<file path="config.mk">
export PLATFORM = sky130hd
export DESIGN_NAME = fp_adder_sequencer
export DESIGN_NICKNAME = d
export VERILOG_FILES = /design/src/rtl/fp_seq_pkg.sv /design/src/rtl/fp_seq_oclk_gen.sv /design/src/rtl/fp_adder_sequencer.sv
export SDC_FILE = /design/constraint.sdc
export NUM_CORES = 1
export LEC_CHECK = 0
export BUFFER_PORTS_ARGS = -buffer_cell sky130_fd_sc_hd__buf_2
export CORE_ASPECT_RATIO = 1.4
export CORE_UTILIZATION = 30
export DETAILED_ROUTE_END_ITERATION = 16
export PLACE_DENSITY = 0.56
export RECOVER_POWER = 50
export SLEW_MARGIN = 20
export SYNTH_ARGS = -nofsm -noshare
export SYNTH_HDL_FRONTEND = slang
export SYNTH_SLANG_ARGS = --single-unit
</file>
<file path="constraint.sdc">
create_clock -name wb_clk_i -period 6.15 [get_ports wb_clk_i]
set_input_delay 0.615 -clock wb_clk_i [delete_from_list [all_inputs] [get_ports wb_clk_i]]
set_output_delay 0.615 -clock wb_clk_i [all_outputs]
set_load 0.01 [all_outputs]
</file>
<file path="src/rtl/fp_seq_pkg.sv">
// fp_seq_pkg: shared state encoding and lane constants for the FP_Adder host sequencer.
package fp_seq_pkg;

  localparam int WIDTH_DEF = 32;
  localparam int LANES_DEF = 4;
  localparam int HALF_BITS = WIDTH_DEF / 2;

  // Lane order as seen on the adder's serial1..serial4 inputs
  localparam int LANE_A_HI = 0;
  localparam int LANE_A_LO = 1;
  localparam int LANE_B_HI = 2;
  localparam int LANE_B_LO = 3;

  typedef enum logic [2:0] {
    IDLE     = 3'd0,
    WAIT_RDY = 3'd1,
    SHIFT    = 3'd2,
    WRITE    = 3'd3,
    WAIT_RES = 3'd4,
    READ     = 3'd5,
    DONE     = 3'd6
  } seq_state_e;

endpackage

</file>
<file path="src/rtl/fp_seq_oclk_gen.sv">
// fp_seq_oclk_gen: output-clock phase generator for the result read-back.
// Phase stays low and the divider is cleared whenever en is low.
module fp_seq_oclk_gen #(
  parameter int OCLK_DIV = 1
) (
  input  logic clk,
  input  logic rst,
  input  logic en,
  output logic oclk,
  output logic sample,
  output logic bit_done
);

  localparam int CW = (OCLK_DIV > 1) ? $clog2(OCLK_DIV) : 1;
  localparam logic [CW-1:0] LAST = CW'(OCLK_DIV - 1);

  logic [CW-1:0] div_cnt_r;
  logic          last_s;

  assign last_s   = (div_cnt_r == LAST);
  // Last low cycle of a bit: data from the adder has been stable the whole low phase
  assign sample   = en & ~oclk & last_s;
  assign bit_done = en & oclk & last_s;

  // Divider and phase register; oclk itself is the registered phase
  always_ff @(posedge clk or posedge rst) begin
    if (rst) begin
      div_cnt_r <= '0;
      oclk      <= 1'b0;
    end else if (!en) begin
      div_cnt_r <= '0;
      oclk      <= 1'b0;
    end else if (last_s) begin
      div_cnt_r <= '0;
      oclk      <= ~oclk;
    end else begin
      div_cnt_r <= div_cnt_r + CW'(1);
    end
  end

endmodule

</file>
<file path="src/rtl/fp_adder_sequencer.sv">
// fp_adder_sequencer: loads an operand pair into FP_Adder's serial lanes and reads back the sum.
// Optional build macro FP_SEQ_TIMEOUT_EN adds the WAIT_RES watchdog and sticky err_timeout.
module fp_adder_sequencer
  import fp_seq_pkg::*;
#(
  parameter int WIDTH          = WIDTH_DEF,
  parameter int LANES          = LANES_DEF,
  parameter int OCLK_DIV       = 1,
  parameter int TIMEOUT_CYCLES = 1023
) (
  input  logic             wb_clk_i,
  input  logic             wb_rst_i,
  input  logic             op_valid,
  output logic             op_ready,
  input  logic [WIDTH-1:0] op_a,
  input  logic [WIDTH-1:0] op_b,
  output logic             res_valid,
  input  logic             res_ready,
  output logic [WIDTH-1:0] res_data,
  output logic             busy,
  output logic [LANES-1:0] fp_serial_out,
  output logic             fp_setup_serial,
  output logic             fp_wr,
  output logic             fp_output_clk,
  input  logic             fp_input_rdy,
  input  logic             fp_output_rdy,
  input  logic             fp_serial_in,
  output logic             err_timeout
);

  localparam int HW  = WIDTH / 2;
  localparam int BCW = $clog2(HW);
  localparam int RCW = $clog2(WIDTH);

  seq_state_e       state_r;
  seq_state_e       state_nx_s;
  logic [HW-1:0]    sh_r [LANES];
  logic [BCW-1:0]   bit_cnt_r;
  logic [RCW-1:0]   rd_cnt_r;
  logic [WIDTH-1:0] cap_r;
  logic             read_en_s;
  logic             sample_s;
  logic             bit_done_s;
  logic             timeout_s;

  assign read_en_s = (state_r == READ);

  fp_seq_oclk_gen #(.OCLK_DIV(OCLK_DIV)) u_oclk (
    .clk      (wb_clk_i),
    .rst      (wb_rst_i),
    .en       (read_en_s),
    .oclk     (fp_output_clk),
    .sample   (sample_s),
    .bit_done (bit_done_s)
  );

`ifdef FP_SEQ_TIMEOUT_EN
  localparam int TCW = $clog2(TIMEOUT_CYCLES + 1);
  logic [TCW-1:0] to_cnt_r;

  // Watchdog: counts consecutive WAIT_RES cycles
  always_ff @(posedge wb_clk_i or posedge wb_rst_i) begin
    if (wb_rst_i) begin
      to_cnt_r <= '0;
    end else if (state_r == WAIT_RES) begin
      to_cnt_r <= to_cnt_r + TCW'(1);
    end else begin
      to_cnt_r <= '0;
    end
  end

  assign timeout_s = (state_r == WAIT_RES) && (to_cnt_r == TCW'(TIMEOUT_CYCLES - 1));
`else
  assign timeout_s = 1'b0;
`endif

  // Next-state logic
  always_comb begin
    state_nx_s = state_r;
    case (state_r)
      IDLE: begin
        if (op_valid && op_ready) state_nx_s = WAIT_RDY;
        else                      state_nx_s = IDLE;
      end
      WAIT_RDY: begin
        if (fp_input_rdy) state_nx_s = SHIFT;
        else              state_nx_s = WAIT_RDY;
      end
      SHIFT: begin
        if (bit_cnt_r == BCW'(HW - 1)) state_nx_s = WRITE;
        else                           state_nx_s = SHIFT;
      end
      WRITE: state_nx_s = WAIT_RES;
      WAIT_RES: begin
        if (fp_output_rdy)  state_nx_s = READ;
        else if (timeout_s) state_nx_s = DONE;
        else                state_nx_s = WAIT_RES;
      end
      READ: begin
        if (bit_done_s && (rd_cnt_r == RCW'(WIDTH - 1))) state_nx_s = DONE;
        else                                              state_nx_s = READ;
      end
      DONE: begin
        if (res_ready) state_nx_s = IDLE;
        else           state_nx_s = DONE;
      end
      default: state_nx_s = IDLE;
    endcase
  end

  // State register and state-decoded outputs, registered against the next state
  always_ff @(posedge wb_clk_i or posedge wb_rst_i) begin
    if (wb_rst_i) begin
      state_r         <= IDLE;
      op_ready        <= 1'b1;
      busy            <= 1'b0;
      res_valid       <= 1'b0;
      fp_wr           <= 1'b0;
      fp_setup_serial <= 1'b0;
    end else begin
      state_r         <= state_nx_s;
      op_ready        <= (state_nx_s == IDLE);
      busy            <= (state_nx_s != IDLE);
      res_valid       <= (state_nx_s == DONE);
      fp_wr           <= (state_nx_s == WRITE);
      fp_setup_serial <= (state_nx_s == SHIFT);
    end
  end

  // Operand shift registers and serial lane drivers (MSB first)
  always_ff @(posedge wb_clk_i or posedge wb_rst_i) begin
    if (wb_rst_i) begin
      for (int l = 0; l < LANES; l++) sh_r[l] <= '0;
      fp_serial_out <= '0;
      bit_cnt_r     <= '0;
    end else begin
      if ((state_r == IDLE) && (state_nx_s == WAIT_RDY)) begin
        sh_r[LANE_A_HI] <= op_a[WIDTH-1:HW];
        sh_r[LANE_A_LO] <= op_a[HW-1:0];
        sh_r[LANE_B_HI] <= op_b[WIDTH-1:HW];
        sh_r[LANE_B_LO] <= op_b[HW-1:0];
      end else if (state_nx_s == SHIFT) begin
        for (int l = 0; l < LANES; l++) sh_r[l] <= {sh_r[l][HW-2:0], 1'b0};
      end
      for (int l = 0; l < LANES; l++) begin
        fp_serial_out[l] <= (state_nx_s == SHIFT) ? sh_r[l][HW-1] : 1'b0;
      end
      bit_cnt_r <= (state_r == SHIFT) ? bit_cnt_r + BCW'(1) : '0;
    end
  end

  // Result capture; a watchdog exit reports an all-zero result
  always_ff @(posedge wb_clk_i or posedge wb_rst_i) begin
    if (wb_rst_i) begin
      cap_r    <= '0;
      rd_cnt_r <= '0;
      res_data <= '0;
    end else begin
      if (sample_s) cap_r <= {cap_r[WIDTH-2:0], fp_serial_in};
      if (state_r != READ) rd_cnt_r <= '0;
      else if (bit_done_s) rd_cnt_r <= rd_cnt_r + RCW'(1);
      if ((state_r == READ) && (state_nx_s == DONE))          res_data <= cap_r;
      else if ((state_r == WAIT_RES) && (state_nx_s == DONE)) res_data <= '0;
    end
  end

  // Sticky timeout flag, cleared only by reset
  always_ff @(posedge wb_clk_i or posedge wb_rst_i) begin
    if (wb_rst_i) begin
      err_timeout <= 1'b0;
    end else begin
`ifdef FP_SEQ_TIMEOUT_EN
      if ((state_r == WAIT_RES) && (state_nx_s == DONE)) err_timeout <= 1'b1;
`else
      err_timeout <= 1'b0;
`endif
    end
  end

endmodule
</file>
==> impl_summary.log <==
[metrics] outcome: finished with violations
[metrics] category of the critical setup timing path: in2async
[metrics] number of H-tree levels: 4
[metrics] IR drop worst, VDD: ~0.16 mV
[metrics] PostCTS Resize Cnt: 0
[metrics] Synth Flop Type: dfrtp_1
[metrics] cell with the most instances after synthesis: dfrtp_1
[metrics] filler cell count: approximately 1,900
[metrics] initial cell density of the core: 0.3063
[metrics] via density per instance: approximately 4.8
[metrics] number of pins exceeding their max-slew limit in the final report: between 60 and 70
[metrics] minimum clock period: between 2000 and 3000 ps
[metrics] Data arrival, critical path: approximately 3100 ps
[metrics] top-level I/O count: about 110
[metrics] Detailed Routing Iterations Pass 1: 4
[metrics] post-CTS clock slew at the launch and capture registers of the worst setup and hold paths: roughly 60 ps
[metrics] worst path bufs/invs: 3
[metrics] Hold/Removal Path Class: in2reg
[metrics] number of antenna violations at the first check in global routing: 0
[metrics] part of the total power dissipated in combinational logic: 0.239
[metrics] pre-CTS WS: between 3000 and 4000 ps
[metrics] proportion of total power due to net switching: 0.2943
[metrics] Worst-Skew Late Latency: between 400 and 500 ps
[metrics] maximum clock frequency: around 370 MHz
[metrics] Sink Count: 150
[metrics] share of total power in sequential cells: 0.404
[metrics] share of the yosys chip area belonging to registers: 0.6153
[metrics] dpl cells: 767
[metrics] TritonCTS clock tree: built
[metrics] final instance area: ~7500 um2
[metrics] worst endpoint required time: 6610 ps
[metrics] global-route wire length before repair: 20.18 mm
[metrics] All-Layer GR Usage: 0.1270
[metrics] worst reg-to-reg setup slack: 3500 ps
[metrics] Die X: between 100 and 150 um
[metrics] part of the power in the clock network: 0.358
[metrics] Port Buf Inserts: about 110
[metrics] element type at the critical path end: asynchronous set/reset pin
[metrics] Mapped Avg Cell Area: around 14 um2
[metrics] Cell Count, Final, Fillers Out: around 800
[metrics] Warnings, synthesis: 0
[metrics] critical-path maximum fanout: 86
[metrics] synth unique cells: 38
[metrics] nets@finish: 608
[metrics] number of enable-type register cells in the synthesized netlist: 0
[metrics] number of remaining DRC errors: 0
[metrics] max_slew headroom: -0.8785
[metrics] CTS hold repair buffers: 0
[metrics] violations in the final reports: capacitance limit, slew limit
[metrics] final hold violations: 0
[metrics] P&R area growth vs syn: 22.39%
[metrics] combined area of all synthesized cells: ~6000 um2
[metrics] number of max-capacitance violations reported: 1
[metrics] area share of the leading cell type in the synthesized netlist: 0.6110
[metrics] unrepaired setup endpoints after global routing: no
[metrics] DRT Wirelength: around 13 mm
[metrics] total power divided by cell area: 451.6 nW/um2
[metrics] switching power: ~990 uW
[metrics] vias in the first global route: 3,969
[metrics] post-synthesis cell type with the largest combined area: dfrtp_1
[metrics] std cell rows: 61
[metrics] buffer levels on the longest clock path: 2
[metrics] cells taking the most area after synthesis: dfrtp_1, mux2_1, a22o_1
[metrics] Mapped Cells: ~430
[metrics] CTS Buf Count: 17
[metrics] area taken by multi-input logic gates: 2145 um2
[metrics] end-of-flow core utilization: 0.3749
[metrics] final worst path period share: 0.4337
[metrics] static leakage power: a little under 4 nW
[metrics] detailed placement HPWL: approximately 8.0 mm
[metrics] FF+latch area: roughly 3800 um2
[metrics] remaining antenna violation count: 0
[metrics] cell at the root of the clock tree: clkbuf_16
[metrics] vias after detailed routing: approximately 3,800
[metrics] slowest cell on the critical path: clkinvlp_2
[metrics] post-placement cell area: 6842 um2
[metrics] maximum number of pins on one net before global-route repair: 87
[metrics] Internal Pwr Total: 2.380 mW
[metrics] sequence of cells on the critical path: buf_2 -> clkinvlp_2 -> buf_6
[metrics] DR iter-0 viols: roughly 230
[metrics] fraction of registers with async set/reset: 1.000
[metrics] Post CTS Setup Buffer Count: 0
[metrics] final worst clock skew: 6.967 ps
[metrics] category of the worst setup path launch point: input port
[metrics] CP max stage delay: roughly 1600 ps
[metrics] most frequent cells after synthesis: dfrtp_1, a22o_1, a21o_1
[metrics] synthesis-stage register bit count: 150
[metrics] worst path setup slack after routing: about 3500 ps
[metrics] final number of setup-violating endpoints: 0
[metrics] worst-margin pin slew: around 2800 ps
[metrics] core region area: 19,920 um2
[metrics] TNS Setup: 0 ps
[metrics] syn nets: around 510
[metrics] fraction of final layout cells with drive strength greater than 1: 0.2322
[metrics] kind of cell adding the most delay to the critical path: buffers and inverters
[metrics] Final GP Congestion: about 0.73
[metrics] Chip Height: 170.8 um
[metrics] routed len/inst: approximately 16 um
[metrics] Die Footprint: 20,920 um2
[metrics] GR Overflow Total: 0
[metrics] Antenna Cells: 0
per-stage QoR:
step | hold slack [ps] | power (mW)
5_1_grt | 390.2 | 3.571
3_3_place_gp | 451.2 | 2.147
2_1_floorplan | 438.4 | 2.042
6_report | 409.1 | 3.372
3_5_place_dp | 458.5 | 2.198
4_1_cts | 272.4 | 3.429
layout by cell type (no fill, tap or decap), types with 6 or more instances in the layout:
master     instances
dfrtp_1          149
mux2_2             9
clkbuf_1          40
a21o_1            56
nor3_1             9
nor2_1             6
mux2_1            55
a22o_1            60
bufinv_16          6
clkbuf_16         17
buf_2             72
worst paths after layout:
| kind | end | cells past startpoint | startpoint |
|---|---|---|---|
| worst max-delay path | sh_r[1] | 3 | wb_rst_i |
| worst min-delay path | cap_r[0] | 2 | fp_serial_in |
| worst max register to register | sh_r[12] | 6 | state_r[2] |
| worst min register to register | sh_r[47] | 1 | sh_r[47] |
| max in group wb_clk_i | sh_r[12] | 6 | state_r[2] |
| min in group asynchronous | res_data[2] | 2 | wb_rst_i |
flip-flops by register name, summed over array words and instances, names as in the netlist, 3 cells and up:
signal and cells:
rd_cnt_r 5, res_data 32, cap_r 32, bit_cnt_r 4
sh_r 64, fp_serial_out 4, state_r 3
layer usage:
metal / part of all wire / global-route usage / wire length, um / up-vias
li1: - / - / - / 1786
met1: 0.43 / 0.1533 / 5426 / 1935
met2: 0.51 / 0.2057 / 6353 / 92
met3: 0.040 / 0.03700 / 508 / 19
met4: 0.021 / 0.06098 / 265 / 0
met5: 0 / 0 / 0 / -
cell families (layout without fill, tap and decap cells):
logic type                 count (synthesis)  count (layout)  synth area share
DFF                                      150             150            0.6153
muxes                                     66              66            0.1214
xor gates and xnor gates                   5               5          0.007178
buffers and inverters                     38             153           0.03383
and+or+nand+nor                           40              40           0.04245
AOI/OAI and AO/OA                        129             129            0.1731
adders and majority gates                  3               3          0.006152
other                                      1               1         0.0006145
final cells by class:
| type | instances | share of cell area |
|---|---|---|
| flip-flops and latches | 150 | 0.5028 |
| well taps | 252 | 0.04222 |
| repair buffers | 116 | 0.07288 |
| multi-input cells | 244 | 0.2872 |
| clock inverters | 15 | 0.03535 |
| clock buffers | 17 | 0.05696 |
| inverters | 5 | 0.002681 |
power by group through the flow:
| stage | Sequential [mW] | Combinational, mW | Clock [mW] |
|---|---|---|---|
| after floorplan | 1.33 | 0.712 | 0 |
| after global placement | 1.37 | 0.779 | 0 |
| after detailed placement | 1.38 | 0.820 | 0 |
| after CTS | 1.36 | 0.827 | 1.24 |
| after global routing | 1.39 | 0.895 | 1.29 |
| final | 1.36 | 0.805 | 1.21 |
Note: power is estimated with default switching activity, not from simulation.
